**src/rtl/mips_cpu_mem_port.sv**
```systemverilog
// Load/store port between the multicycle MIPS core and an Avalon-MM bus:
// lane steering, load extension, alignment checks, optional pipelined reads and a bus timeout.
module mips_cpu_mem_port #(
  parameter int ADDR_W    = 32,
  parameter int PIPELINED = 0,
  parameter int TIMEOUT   = 256,
  parameter int TO_W      = 16
) (
  input  logic              clk,
  input  logic              reset,
  input  logic              req_valid,
  output logic              req_ready,
  input  logic              req_write,
  input  logic [1:0]        req_size,
  input  logic              req_signed,
  input  logic [ADDR_W-1:0] req_addr,
  input  logic [31:0]       req_wdata,
  output logic              rsp_valid,
  output logic [31:0]       rsp_rdata,
  output logic              rsp_err,
  output logic [ADDR_W-1:0] mem_address,
  output logic              memread,
  output logic              memwrite,
  input  logic              waitrequest,
  output logic [31:0]       memwritedata,
  output logic [3:0]        byteenable,
  input  logic [31:0]       memreaddata,
  input  logic              readdatavalid
);

  localparam logic [1:0] S_IDLE  = 2'd0;
  localparam logic [1:0] S_BUS   = 2'd1;
  localparam logic [1:0] S_RDATA = 2'd2;
  localparam logic [1:0] S_RESP  = 2'd3;

  localparam logic            TO_EN   = (TIMEOUT != 0);
  localparam logic [TO_W-1:0] TO_LAST = TO_W'(TIMEOUT - 1);

  function automatic logic [3:0] lane_be(input logic [1:0] sz, input logic [1:0] a);
    case (sz)
      2'd0:    lane_be = 4'b0001 << a;
      2'd1:    lane_be = a[1] ? 4'b1100 : 4'b0011;
      default: lane_be = 4'b1111;
    endcase
  endfunction

  function automatic logic [31:0] lane_wdata(input logic [1:0] sz, input logic [31:0] d);
    case (sz)
      2'd0:    lane_wdata = {4{d[7:0]}};
      2'd1:    lane_wdata = {2{d[15:0]}};
      default: lane_wdata = d;
    endcase
  endfunction

  function automatic logic [31:0] load_extract(input logic [31:0] d, input logic [1:0] sz,
                                               input logic [1:0] a, input logic sgn);
    logic [31:0] s;
    s = d >> {a, 3'b000};
    case (sz)
      2'd0:    load_extract = {{24{sgn & s[7]}}, s[7:0]};
      2'd1:    load_extract = {{16{sgn & s[15]}}, s[15:0]};
      default: load_extract = d;
    endcase
  endfunction

  logic [1:0]      state;
  logic [1:0]      size_q;
  logic [1:0]      lane_q;
  logic            signed_q;
  logic            write_q;
  logic [TO_W-1:0] to_cnt;
  logic            accept;
  logic            bad_req;
  logic            timed_out;
  logic [31:0]     rd_ext;

  assign accept    = req_valid && req_ready;
  assign bad_req   = (req_size == 2'd3) ||
                     ((req_size == 2'd1) && req_addr[0]) ||
                     ((req_size == 2'd2) && (req_addr[1:0] != 2'b00));
  assign timed_out = TO_EN && (to_cnt == TO_LAST);
  assign rd_ext    = load_extract(memreaddata, size_q, lane_q, signed_q);

  // Transaction FSM; every output is a register updated here.
  always_ff @(posedge clk or negedge reset) begin
    if (!reset) begin
      state        <= S_IDLE;
      req_ready    <= 1'b1;
      rsp_valid    <= 1'b0;
      rsp_err      <= 1'b0;
      rsp_rdata    <= 32'h0;
      mem_address  <= '0;
      memread      <= 1'b0;
      memwrite     <= 1'b0;
      memwritedata <= 32'h0;
      byteenable   <= 4'b0000;
      size_q       <= 2'd0;
      lane_q       <= 2'd0;
      signed_q     <= 1'b0;
      write_q      <= 1'b0;
      to_cnt       <= '0;
    end else begin
      rsp_valid <= 1'b0;
      rsp_err   <= 1'b0;
      case (state)
        S_IDLE: begin
          if (accept) begin
            req_ready <= 1'b0;
            to_cnt    <= '0;
            rsp_rdata <= 32'h0;
            size_q    <= req_size;
            lane_q    <= req_addr[1:0];
            signed_q  <= req_signed;
            write_q   <= req_write;
            if (bad_req) begin
              state     <= S_RESP;
              rsp_valid <= 1'b1;
              rsp_err   <= 1'b1;
            end else begin
              state        <= S_BUS;
              mem_address  <= {req_addr[ADDR_W-1:2], 2'b00};
              byteenable   <= lane_be(req_size, req_addr[1:0]);
              memwritedata <= lane_wdata(req_size, req_wdata);
              memread      <= !req_write;
              memwrite     <= req_write;
            end
          end
        end
        S_BUS: begin
          to_cnt <= to_cnt + TO_W'(1);
          if (!waitrequest) begin
            memread  <= 1'b0;
            memwrite <= 1'b0;
            // A pipelined read completes here only if readdatavalid coincides with acceptance.
            if (write_q) begin
              state     <= S_RESP;
              rsp_valid <= 1'b1;
              rsp_rdata <= 32'h0;
            end else if ((PIPELINED == 0) || readdatavalid) begin
              state     <= S_RESP;
              rsp_valid <= 1'b1;
              rsp_rdata <= rd_ext;
            end else if (timed_out) begin
              state     <= S_RESP;
              rsp_valid <= 1'b1;
              rsp_err   <= 1'b1;
              rsp_rdata <= 32'h0;
            end else begin
              state <= S_RDATA;
            end
          end else if (timed_out) begin
            memread   <= 1'b0;
            memwrite  <= 1'b0;
            state     <= S_RESP;
            rsp_valid <= 1'b1;
            rsp_err   <= 1'b1;
            rsp_rdata <= 32'h0;
          end
        end
        S_RDATA: begin
          to_cnt <= to_cnt + TO_W'(1);
          if (readdatavalid) begin
            state     <= S_RESP;
            rsp_valid <= 1'b1;
            rsp_rdata <= rd_ext;
          end else if (timed_out) begin
            state     <= S_RESP;
            rsp_valid <= 1'b1;
            rsp_err   <= 1'b1;
            rsp_rdata <= 32'h0;
          end
        end
        S_RESP: begin
          state     <= S_IDLE;
          req_ready <= 1'b1;
        end
        default: begin
          state     <= S_IDLE;
          req_ready <= 1'b1;
          memread   <= 1'b0;
          memwrite  <= 1'b0;
        end
      endcase
    end
  end

endmodule

```
**config.mk**
```make
export PLATFORM = sky130hd
export DESIGN_NAME = mips_cpu_mem_port
export DESIGN_NICKNAME = d
export VERILOG_FILES = /design/src/rtl/mips_cpu_mem_port.sv
export SDC_FILE = /design/constraint.sdc
export NUM_CORES = 1
export LEC_CHECK = 0
export ABC_AREA = 1
export BUFFER_PORTS_ARGS = -buffer_cell sky130_fd_sc_hd__buf_4
export CAP_MARGIN = 30
export CORE_UTILIZATION = 55
export CTS_CLUSTER_SIZE = 20
export DETAILED_ROUTE_END_ITERATION = 8
export PLACE_DENSITY = 0.85
export SYNTH_ARGS = -nofsm -noshare
export SYNTH_HDL_FRONTEND = slang
export SYNTH_SLANG_ARGS = --single-unit
```
**constraint.sdc**
```tcl
create_clock -name clk -period 4.8 [get_ports clk]
set_clock_uncertainty 0.05 [all_clocks]
set_input_delay 0.96 -clock clk [delete_from_list [all_inputs] [get_ports clk]]
set_output_delay 0.96 -clock clk [all_outputs]
set_load 0.01 [all_outputs]
```
# == After elaboration in Yosys (flattened, before gate mapping) ==
# Cells that the tools add are included.
# totals
reg_bits,127
out_inout_bits,105
wordCells,90
inputBits,105
# classes
bitwise_logic,3
eq_ne,11
n_reduce_logical,21
n_mux,37
addsub,1
shifts,2
# ops
cell,count
2-to-1 mux 32 bit,5
case mux 32 bit (2 select lines),2
case mux 32 bit (3 select lines),1
case mux 16 bit (2 select lines),1
>> shifter 32 x 5 -> 16 bit,1
adder 16 x 1 -> 16 bit (second input constant),1
== test 16 x 8 -> 1 bit (second input constant),1
2-to-1 mux 16 bit,1
2-to-1 mux 1 bit,14
2-to-1 mux 2 bit,5
== test 2 bit (second input constant),4
case mux 2 bit (4 select lines),1
case mux 4 bit (2 select lines),1
AND reduction 2 bit,4
nonzero test 2 bit,4
== test 2 x 1 -> 1 bit (second input constant),3
zero test 2 bit,3
case mux 1 bit (2 select lines),3
case mux 1 bit (3 select lines),2
2-to-1 mux 4 bit,1
inequality test 2 bit (second input constant),2
AND reduction 4 bit,1
<< shifter 1 x 2 -> 4 bit (first input constant),1
logical AND 1 bit,3
other kinds (8),10

# == Depth between registers and ports, before layout ==
# depth
depth_word,7
depth_mapped,12
depth_no_buf,12

# == Least setup slack after synthesis ==
# Ideal clock, no wire load.
# synth_timing
kind,input to register
startpoint,input req_size[1]
endpoint,register memwritedata[16]
stages,9
setup_time_ns,0.117
slack_ns,2.771
required_ns,4.633
t_arrival_ns,1.862
n_path_buf,3
cell_sequence,buf_6 nor2_4 o21ai_2 nor2_2 inv_2 buf_6 buf_6 nand2_1 nand2_1
# synth_between
elab_chain_cells,6
word_cells_on_any_way,11
cone_classes,3 x eq/ne; 1 x mux; 1 x bitwise; 6 x reduce/logical
# synth_lines
item,line,source
start: declaration,14,"input logic [1:0] req_size,"
== test 2 x 1 -> 1 bit,"48, 79",
logical AND 1 bit,79,((req_size == 2'd1) && req_addr[0]) ||
logical OR 1 bit,78,assign bad_req = (req_size == 2'd3) ||
logical OR 1 bit,79,
NOT 1 bit (no line),-,
AND reduction 3 bit (no line),-,
end signal: assignment,123,"memwritedata <= lane_wdata(req_size, req_wdata);"
end: declaration,25,"output logic [31:0] memwritedata,"
# Several ways; a longest one is shown, not always the timed one.
# A chain may end at the register's enable or synchronous reset.

# == Final worst setup path ==
# layout_timing
startpoint,register state[1]
endpoint,register memwritedata[27]
# layout_between
elab_chain_cells,2
# layout_lines
item,line,source
start: declaration,66,logic [1:0] state;
start signal: assignment,87,state <= S_IDLE;
start signal: assignment,116,state <= S_RESP;
start signal: assignment,120,state <= S_BUS;
zero test 2 bit,105,case (state)
AND reduction 3 bit (no line),-,
# No other way between the ends.

==> summary.txt <==
Outcome
  • Status: finished with violations
  • Failing checks: design-rule violations

Worst hold path
  • Hold Crit Depth: 2
  • Hold/Removal Path Class: reg2reg
  • Worst Hold End: mem_address[8]$_DFFE_PN0P_
  • Min-delay src: mem_address[8]$_DFFE_PN0P_

Final layout
  • Most common cell after layout, fill and taps aside: nand2_1
  • Area delta synth->final: 30.1%
  • Antenna fix cells: 0
  • Most frequent cells in the layout: nand2_1 (355), buf_4 (209), dfrtp_1 (126), nand3_1 (77), o21ai_0 (64)
  • Layout cell share with drive strength beyond 1: 0.249
  • Final net count: 1175

Die
  • Die X: 112 um
  • I/O Pins: 210
  • Die H: 112 um
  • Die area: 0.0126 mm2
  • Core area: 0.0117 mm2
  • Starting Density: 0.574
  • # rows: 39

Power and ir drop
  • PD cells: 615 mW/mm2
  • Comb pwr share: 0.436
  • Peak supply drop: 0.000392 V
  • Pleak: 4.75 nW
  • Reg power frac: 0.342
  • Sw Pwr: 2.17 mW
  • Cell-internal power: 3.19 mW
  • Net Sw Frac: 0.405
  • Clock power frac: 0.222

STA
  • # setup viols final: 0
  • RSZ-0062 raised after global routing: no
  • Tmin final: 3.03 ns
  • Final worst-path cycle share: 0.631
  • Sum Neg Setup Slack: 0 ns
  • Final Hold Fails: 0
  • Slew margin rel.: 0.393
  • Worst-margin pin slew: about 0.9 ns
  • Post-route setup slack: 1.77 ns
  • Slew Limit Fails: 0
  • Peak Freq: 0.330 GHz

Global route
  • Grt total ovfl: 0
  • Initial antenna violation count: 0
  • Largest net degree at the start of global routing: 87
  • Total track usage: 0.305
  • Vias in the first global route: ~6100
  • First-pass GRT wire length: around 30000 um

Logic synthesis
  • Synth Instances: 879
  • #FFs+latches synth: between 100 and 150
  • Synth Area in Compound Gates: 0.112
  • Adder-cell share of the synthesized area: 0.0131
  • Main combinational cell family by area after synthesis: simple AND/OR/NAND/NOR gates
  • Synthesis warning total: 0
  • Number of distinct library cells after synthesis: 37
  • Post-synth EDFFs: 0
  • Post-synthesis mux area share: 0
  • Most common flop cell mapped by yosys: dfrtp_1
  • Simple-Gate Fraction of Synth Area: 0.318
  • Post-synthesis xor/xnor area fraction: 0.00131
  • Syn Area/Cell: 7.62 um2
  • Post-synthesis sequential area ratio: 0.475
  • Synth async-reset ratio: 1.00
  • Synth Cell Area: 0.00670 mm2

Setup path
  • R2R Path Start: state[1]$_DFFE_PN0N_
  • Crit path max fanout: 86
  • Type of the worst setup path: reg2reg
  • WP data required: 5.00 ns
  • Reg2reg end: memwritedata[27]$_DFFE_PN0P_
  • Worst R2R Setup Slack: 1.77 ns
  • Crit end category: flop
  • R2r worst-path depth: 11
  • Worst setup SP type: flop
  • WP data arrival: 3.23 ns

Clock tree
  • CTS Hold Bufs: 0
  • Root buf cell: clkbuf_16
  • Post-CTS Resized: 0
  • CTS HTree Levels: 4
  • Sink Count: 127
  • Clock Latency Late Sink: about 0.42 ns
  • TritonCTS clock tree: yes
  • Postcts setup bufs: 0
  • Clock-pin slew on the worst setup and hold paths: roughly 0.05 ns
  • Maximum clock path buffer count: 2
  • TritonCTS buffer count: 17

Placement
  • Post-place setup slack: 1.52 ns
  • I/O Buffers: 207
  • HPWL Detailed: 13000 um
  • Placer Congestion: about 0.93

Routing
  • Final ANT Viol Nets: 0
  • Wire length per cell: between 15 and 20 um
  • Via count: 6627
  • DRC viols: 16
  • Pre-Repair DR Iteration Count: 8
  • Final WL: 18900 um
  • 1st-iter DRT viols: approximately 650
  • Vias per cell: 5.45

Run
  • Max-capacitance violation count: 0
-- through the flow --
stage	std cells	hold slack [ns]	util	area [um2]	power (mW)
2_1_floorplan	880	0.426	-	6700	3.21
3_3_place_gp	1187	0.405	0.700	8160	4.08
3_5_place_dp	1187	0.410	0.700	8160	4.15
4_1_cts	1216	0.424	0.747	8710	5.37
5_1_grt	1216	0.436	0.747	8710	5.71
6_report	1216	0.420	0.747	8710	5.36
-- how the worst max path moves through the flow --
stage,from,endpoint,slack [ns],depth (start not counted)
after global routing,state[1]$_DFFE_PN0N_,memwritedata[9]$_DFFE_PN0P_,1.48,11
final,state[1]$_DFFE_PN0N_,memwritedata[27]$_DFFE_PN0P_,1.77,11
after CTS,state[1]$_DFFE_PN0N_,memwritedata[13]$_DFFE_PN0P_,1.78,11
after floorplan,req_size[1],memwritedata[16]$_DFFE_PN0P_,2.77,9
after global placement,req_valid,memwritedata[12]$_DFFE_PN0P_,1.63,10
after detailed placement,req_valid,memwritedata[9]$_DFFE_PN0P_,1.52,10
-- critical path, cell delays in order, from the launching register on --
cell,delay (ns)
dfrtp_1,0.42
inv_1,0.14
ha_1,0.24
inv_2,0.04
nor2_1,0.55
inv_2,0.13
nor2_4,0.12
buf_4,0.43
inv_2,0.06
buf_4,0.38
nand2_1,0.16
o21ai_0,0.11
-- flip-flops by register name (all words and copies together), names as in the netlist --
signal        cells
rsp_rdata        32
write_q           1
memwritedata     32
byteenable        4
memread           1
memwrite          1
rsp_valid         1
state             2
to_cnt           16
size_q            2
rsp_err           1
signed_q          1
lane_q            2
mem_address      30
req_ready         1
-- cell type report --
type | instances | area [um2]
flip-flops and latches | 127 | 3180
multi-input cells | 646 | 2990
fillers | 911 | 2950
repair buffers | 210 | 1590
clock buffers | 23 | 488
inverters | 61 | 229
well taps | 143 | 179
clock inverters | 6 | 60.1
-- cells in the mapped netlist (2+ instances only) --
master,number,area [um2]
nand2_4,2,22.5
o211ai_1,22,165
clkbuf_1,10,37.5
nand2_1,355,1330
inv_1,53,199
nand3_2,2,20.0
a21oi_1,29,145
o21ai_0,64,320
dfrtp_1,126,3150
nor2_2,2,12.5
buf_2,15,75.1
nor3_1,4,20.0
nand2_2,3,18.8
inv_2,8,30.0
nor2_4,3,33.8
buf_6,11,124
ha_1,7,87.6
nand4_1,9,56.3
buf_4,9,67.6
nor2_1,44,165
nand3_1,77,385
o21a_1,4,30.0
nor3_2,2,20.0
o21ai_2,5,43.8
-- power groups by stage --
stage | Combinational [mW] | Clock (mW) | Sequential [mW]
finish | 2.34 | 1.19 | 1.83
global route | 2.57 | 1.26 | 1.88
detailed placement | 2.31 | 0 | 1.84
floorplan | 1.29 | 0 | 1.92
global placement | 2.26 | 0 | 1.83
CTS | 2.34 | 1.21 | 1.83
-- cells by family after synthesis --
kind of cell | Yosys count
AOI/OAI and AO/OA | 130
xor gates and xnor gates | 1
adders and majority gates | 7
buffers and inverters | 107
DFF | 127
other | 1
and+or+nand+nor | 506
-- layer usage --
| metal | wire (um) | track usage | vias to the layer above |
|---|---|---|---|
| met5 | 0 | 0 | - |
| met4 | 408 | 0.118 | 0 |
| met3 | 1370 | 0.0718 | 32 |
| met2 | 9180 | 0.501 | 300 |
| met1 | 7950 | 0.393 | 3096 |
| li1 | - | - | 3199 |
Power figures use the tool's default switching activity.
